--- src/rtl/mod5167_pkg.sv ---
// Shared constants for the mod-5167 partial-sum combine path.
// All reduction constants are derived from Q.
package mod5167_pkg;

  localparam int unsigned Q    = 5167;
  localparam int unsigned Q2   = 2 * Q;
  localparam int unsigned Q4   = 4 * Q;
  localparam int unsigned QOFF = 5 * Q;

  localparam int unsigned PW = 13;
  localparam int unsigned NW = 15;
  localparam int unsigned SW = 16;
  localparam int unsigned RW = 13;

endpackage

--- src/rtl/mod5167_csub.sv ---
// Conditional subtract: y = (x >= K) ? x - K : x.
module mod5167_csub #(
  parameter int unsigned SW = 16,
  parameter int unsigned K  = 5167
) (
  input  logic [SW-1:0] x,
  output logic [SW-1:0] y
);

  localparam logic [SW-1:0] KV = SW'(K);

  always_comb begin
    y = x;
    if (x >= KV) begin
      y = x - KV;
    end
  end

endmodule

--- src/rtl/mod5167_svec_combine.sv ---
// Three-stage valid/ready pipeline computing (p0 + p1 - n0 - n1 - n2 - n3) mod Q,
// carrying an opaque tag alongside each result. Global stall on output back-pressure.
module mod5167_svec_combine
  import mod5167_pkg::*;
#(
  parameter int unsigned TAGW = 4
) (
  input  logic            clk,
  input  logic            rst,
  input  logic            in_valid,
  output logic            in_ready,
  input  logic [TAGW-1:0] in_tag,
  input  logic [11:0]     p0,
  input  logic [11:0]     p1,
  input  logic [11:0]     n0,
  input  logic [12:0]     n1,
  input  logic [11:0]     n2,
  input  logic [12:0]     n3,
  output logic            out_valid,
  input  logic            out_ready,
  output logic [TAGW-1:0] out_tag,
  output logic [RW-1:0]   r
);

  logic            adv;
  logic            v1_q, v2_q, v3_q;
  logic [TAGW-1:0] tag1_q, tag2_q, tag3_q;
  logic [PW-1:0]   p_q;
  logic [NW-1:0]   n_q;
  logic [SW-1:0]   s_q;
  logic [RW-1:0]   r_q;

  logic [PW-1:0]   p_sum;
  logic [NW-1:0]   n_sum;
  logic [SW-1:0]   s_sum;
  logic [SW-1:0]   c4, c2, c1;

  assign adv       = ~v3_q | out_ready;
  assign in_ready  = adv;
  assign out_valid = v3_q;
  assign out_tag   = tag3_q;
  assign r         = r_q;

  assign p_sum = PW'(p0) + PW'(p1);
  assign n_sum = NW'(n0) + NW'(n1) + NW'(n2) + NW'(n3);
  // Offset by 5*Q so the difference stays positive for every legal input.
  assign s_sum = SW'(p_q) + SW'(QOFF) - SW'(n_q);

  mod5167_csub #(.SW(SW), .K(Q4)) u_csub4 (.x(s_q), .y(c4));
  mod5167_csub #(.SW(SW), .K(Q2)) u_csub2 (.x(c4),  .y(c2));
  mod5167_csub #(.SW(SW), .K(Q))  u_csub1 (.x(c2),  .y(c1));

  always_ff @(posedge clk or posedge rst) begin
    if (rst) begin
      v1_q   <= 1'b0;
      v2_q   <= 1'b0;
      v3_q   <= 1'b0;
      tag1_q <= '0;
      tag2_q <= '0;
      tag3_q <= '0;
      p_q    <= '0;
      n_q    <= '0;
      s_q    <= '0;
      r_q    <= '0;
    end else if (adv) begin
      v1_q   <= in_valid;
      tag1_q <= in_tag;
      p_q    <= p_sum;
      n_q    <= n_sum;
      v2_q   <= v1_q;
      tag2_q <= tag1_q;
      s_q    <= s_sum;
      v3_q   <= v2_q;
      tag3_q <= tag2_q;
      r_q    <= RW'(c1);
    end
  end

endmodule
--- config.mk ---
export PLATFORM = sky130hd
export DESIGN_NAME = mod5167_svec_combine
export DESIGN_NICKNAME = d
export VERILOG_FILES = /design/src/rtl/mod5167_pkg.sv /design/src/rtl/mod5167_csub.sv /design/src/rtl/mod5167_svec_combine.sv
export SDC_FILE = /design/constraint.sdc
export NUM_CORES = 1
export LEC_CHECK = 0
export ABC_AREA = 0
export CAP_MARGIN = 30
export CORE_MARGIN = 5
export CORE_UTILIZATION = 25
export DETAILED_ROUTE_END_ITERATION = 10
export GPL_TIMING_DRIVEN = 0
export MAX_ROUTING_LAYER = met4
export SLEW_MARGIN = 20
export SYNTH_ARGS = -nofsm -noshare
export SYNTH_HDL_FRONTEND = slang
export SYNTH_SLANG_ARGS = --single-unit
--- constraint.sdc ---
create_clock -name clk -period 7 [get_ports clk]
set_input_delay 2.1 -clock clk [delete_from_list [all_inputs] [get_ports clk]]
set_output_delay 2.1 -clock clk [all_outputs]
set_load 0.02 [all_outputs]
==> results_tabular.tex <==
\begin{tabular}{lr}
\hline
Metric & Value \\
\hline
\multicolumn{2}{l}{\textbf{Outcome}} \\
Run status & finished, final reports clean \\
\multicolumn{2}{l}{\textbf{Clock tree}} \\
Source-to-sink clock delay at the later pin of the worst-skew pair & approximately 0.34 ns \\
TritonCTS clock tree & yes \\
Post-cts resize count & 0 \\
Total clock sinks & 72 \\
Max clock buf depth & 2 \\
Count of H-tree levels built during CTS & 3 \\
Setup Fix Bufs, Post-CTS & 0 \\
Clock transition at the registers of the reported paths & 0.06 ns \\
Post-CTS Hold Buffers & 0 \\
Cts bufs inserted & 9 \\
Library cell used as clock root buffer & sky130\_fd\_sc\_hd\_\_clkbuf\_16 \\
\multicolumn{2}{l}{\textbf{Drt}} \\
DRT met1 WL & between 8000 and 9000 um \\
Detailed router's first-iteration violation count & 328 \\
Met2 Wirelength & $\sim$7700 um \\
Number of detailed-routing iterations run before antenna repair & 5 \\
WL final & approximately 17,000 um \\
Top layer reached by signal wires & met4 \\
Count of vias placed by the detailed router & roughly 5,800 \\
DRC errors left & 0 \\
Routed length on met3 & about 1100 um \\
Routed wire per std cell & between 10 and 15 um \\
Post-DRT Antenna Nets & 0 \\
Routed vias/inst & around 4.7 \\
\multicolumn{2}{l}{\textbf{Global route}} \\
Final global-route overflow total & 0 \\
Largest net degree at the start of global routing & 54 \\
Number of global-route vias before repair & around 5,700 \\
Overall global routing resource usage & 12.25\% \\
Antenna violations before repair & 0 \\
Wire length of the first global-routing pass & $\sim$28,000 um \\
\multicolumn{2}{l}{\textbf{Logic synthesis}} \\
Seq/Total Area, Yosys & between 20\% and 30\% \\
Flip-flop and latch count after synthesis & 72 \\
Most instantiated library cell after synthesis & sky130\_fd\_sc\_hd\_\_nand2\_1 \\
Mapped Area & 6546 um\^{}2 \\
Number of nets in the synthesized netlist & $\sim$940 \\
Number of instances in the synthesized netlist & about 780 \\
Number of flops mapped to enable cells by yosys & 0 \\
Most used standard cells in the synthesized netlist & sky130\_fd\_sc\_hd\_\_nand2\_1 (97), sky130\_fd\_sc\_hd\_\_dfrtp\_1 (72), sky130\_fd\_sc\_hd\_\_inv\_1 (63), sky130\_fd\_sc\_hd\_\_nor2\_1 (63), sky130\_fd\_sc\_hd\_\_a21oi\_1 (62) \\
Netlist cell types & 75 \\
Most used flip-flop cell after synthesis & sky130\_fd\_sc\_hd\_\_dfrtp\_1 \\
Count of yosys warnings during synthesis & 0 \\
Proportion of netlist area held by the largest area contributor & roughly 28\% \\
Fraction of the mapped netlist area in simple logic gates & between 10\% and 20\% \\
Main combinational cell family by area after synthesis & compound AO/OA/AOI/OAI gates \\
Synthesized area divided by synthesized cell count & 8.436 um\^{}2 \\
Mux contribution to synthesized area & less than 1\% \\
Xor and xnor area share after synthesis & between 6 and 7\% \\
Cell type contributing the most total cell area after synthesis & sky130\_fd\_sc\_hd\_\_dfrtp\_1 \\
Fraction of synthesis flops using an asynchronous set or reset pin & 100.0\% \\
Largest cells by area after synthesis & sky130\_fd\_sc\_hd\_\_dfrtp\_1 (28\%), sky130\_fd\_sc\_hd\_\_ha\_1 (11\%), sky130\_fd\_sc\_hd\_\_fa\_1 (8.3\%) \\
Synth Area in Compound Gates & around 22\% \\
Adder-Cell Fraction of Synth Area & between 10\% and 20\% \\
\multicolumn{2}{l}{\textbf{Worst setup path}} \\
Crit Reg-Reg Endpoint & r[0] \\
Type of the worst setup path & in -> out \\
Data required time at the worst endpoint & approximately 4.9 ns \\
R2R depth & 22 \\
Maximum net fanout on the critical path & 10 \\
Critical Path Start Type & input port \\
Critical Path AT & approximately 4.6 ns \\
Reg2Reg Launch Point & s\_q[15] \\
Crit end category & output port \\
Worst reg-to-reg setup slack & between 0.6 and 0.7 ns \\
\multicolumn{2}{l}{\textbf{Floorplan}} \\
Overall die area & 29,520 um\^{}2 \\
Area of the core region & approximately 26,000 um\^{}2 \\
Initial core utilization & about 25\% \\
Num rows & around 60 \\
Ports & 101 \\
Floorplan die height & $\sim$170 um \\
Die outline width & between 150 and 200 um \\
\multicolumn{2}{l}{\textbf{Pwr}} \\
Largest voltage drop on the vdd net & 0.0004677 V \\
Proportion of total power due to net switching & 49.60\% \\
Cell area power density & 566.6 nW/um\^{}2 \\
Switching component of the power & 0.002335 W \\
Internal Power & 0.002373 W \\
Static leakage & 3.524 nW \\
Comb pwr share & about three quarters \\
Sequential group share of total power & between 10\% and 20\% \\
Clock group share of total power & between 10\% and 20\% \\
\multicolumn{2}{l}{\textbf{Cells and area}} \\
Area growth from synthesis to layout & 26.93\% \\
Diodes inserted & 0 \\
Fraction of layout instances using a drive strength above 1 & under 10\% \\
Number of nets in the finished design & 1,055 \\
\multicolumn{2}{l}{\textbf{Timing}} \\
Final-report hold violation count & 0 \\
Final worst path period share & 95.46\% \\
Minimum setup slack in the final design & 0.3181 ns \\
Max-slew violation count & 0 \\
Maximum operating frequency & roughly 0.15 GHz \\
Slew at the pin closest to its max-slew limit & $\sim$0.8 ns \\
Clock period minus final worst setup slack & 6.682 ns \\
Worst slew margin relative to its limit & 46.66\% \\
Setup Viol. Count Final & 0 \\
Final TNS setup & 0 ns \\
Skew final & approximately 0.0080 ns \\
Unrepaired setup endpoints after global routing & no \\
\multicolumn{2}{l}{\textbf{Placed design}} \\
Last weighted congestion value of the routability-driven placer & 0.8718 \\
Port buffer count & 100 \\
Post-placement setup slack & 0.3522 ns \\
Detailed placement HPWL & 13,910 um \\
\multicolumn{2}{l}{\textbf{Worst hold path}} \\
Min-delay worst type & reg -> reg \\
Startpoint of the most critical hold path & tag2\_q[0] \\
Endpoint with the worst hold slack & tag2\_q[0] \\
Hold path depth & 2 \\
\multicolumn{2}{l}{\textbf{Flow run}} \\
Max\_cap viols & 0 \\
\hline
\end{tabular}
==> logic make-up (layout without fill, tap and decap cells) <==
group           count (synthesis)  count (layout)
simple gates                  245             245
flops                          72              72
compound gates                216             216
fa+ha+maj                      85              85
xor+xnor                       49              49
mux                             5               5
buf+inv                       104             221
==> sequential cells by signal (all words and copies together) (netlist names) <==
name and count:
r 13, p_q 13, out_tag 4, tag1_q 4, n_q 15, v1_q 1
out_valid 1, tag2_q 4, v2_q 1, s_q 16
==> layout make-up <==
class                   count  area [um^2]
multi-input cells         600         4327
inverters                  63        239.0
flip-flops and latches     72         1802
fillers                  2758        17600
well taps                 335        419.2
clock buffers              10        229.0
repair buffers            101         1028
plain buffers              41        181.4
clock inverters             6        83.83
==> placed cells by master (no fill, tap or decap), types with 14 or more instances in the layout <==
cell,count
sky130_fd_sc_hd__a21oi_1,62
sky130_fd_sc_hd__a31oi_1,14
sky130_fd_sc_hd__clkbuf_1,31
sky130_fd_sc_hd__clkdlybuf4s50_1,100
sky130_fd_sc_hd__dfrtp_1,72
sky130_fd_sc_hd__fa_1,27
sky130_fd_sc_hd__ha_1,58
sky130_fd_sc_hd__inv_1,62
sky130_fd_sc_hd__nand2_1,97
sky130_fd_sc_hd__nand3_1,15
sky130_fd_sc_hd__nor2_1,63
sky130_fd_sc_hd__nor3_1,15
sky130_fd_sc_hd__o21ai_0,46
sky130_fd_sc_hd__xnor2_1,37
==> how the worst max path moves through the flow <==
| stage | end | cells after the start | slack [ns] | start |
|---|---|---|---|---|
| CTS | in_ready | 6 | 0.32 | out_ready |
| finish | in_ready | 6 | 0.32 | out_ready |
| global placement | in_ready | 6 | 0.29 | out_ready |
| floorplan | n_q[13] | 17 | 1.63 | n0[1] |
| detailed placement | in_ready | 6 | 0.35 | out_ready |
| global route | r[0] | 22 | 0.09 | s_q[15] |
==> metal layers <==
layer	track usage, %	vias up
li1	-	2944
met1	16.93	2719
met3	2.046	17
met5	-	-
met4	2.871	0
met2	18.88	150
==> power by group through the flow <==
stage	clock network, W	logic (W)	registers, W
finish	0.000486	0.00349	0.000735
detailed placement	0	0.00348	0.000745
global route	0.000513	0.00392	0.000759
CTS	0.000500	0.00350	0.000738
floorplan	0	0.00260	0.000781
global placement	0	0.00344	0.000737
==> metrics by stage <==
| step | instance area [um^2] | hold slack [ns] | power [W] | util [%] | std cells |
|---|---|---|---|---|---|
| 2_1_floorplan | 6546 | 0.4300 | 0.003386 | - | 776 |
| 3_3_place_gp | 7966 | 0.4528 | 0.004176 | 30.75 | 1211 |
| 3_5_place_dp | 7996 | 0.4563 | 0.004221 | 30.86 | 1212 |
| 4_1_cts | 8309 | 0.4689 | 0.004739 | 32.07 | 1228 |
| 5_1_grt | 8309 | 0.4801 | 0.005196 | 32.07 | 1228 |
| 6_report | 8309 | 0.4646 | 0.004708 | 32.07 | 1228 |
==> critical path: stages <==
cell                              delay, ns
sky130_fd_sc_hd__clkdlybuf4s50_1       0.46
sky130_fd_sc_hd__nor2b_1               0.11
sky130_fd_sc_hd__inv_1                 0.13
sky130_fd_sc_hd__clkbuf_1              0.56
sky130_fd_sc_hd__buf_1                 0.50
sky130_fd_sc_hd__clkdlybuf4s50_1       0.72
Power figures use the tool's default switching activity.
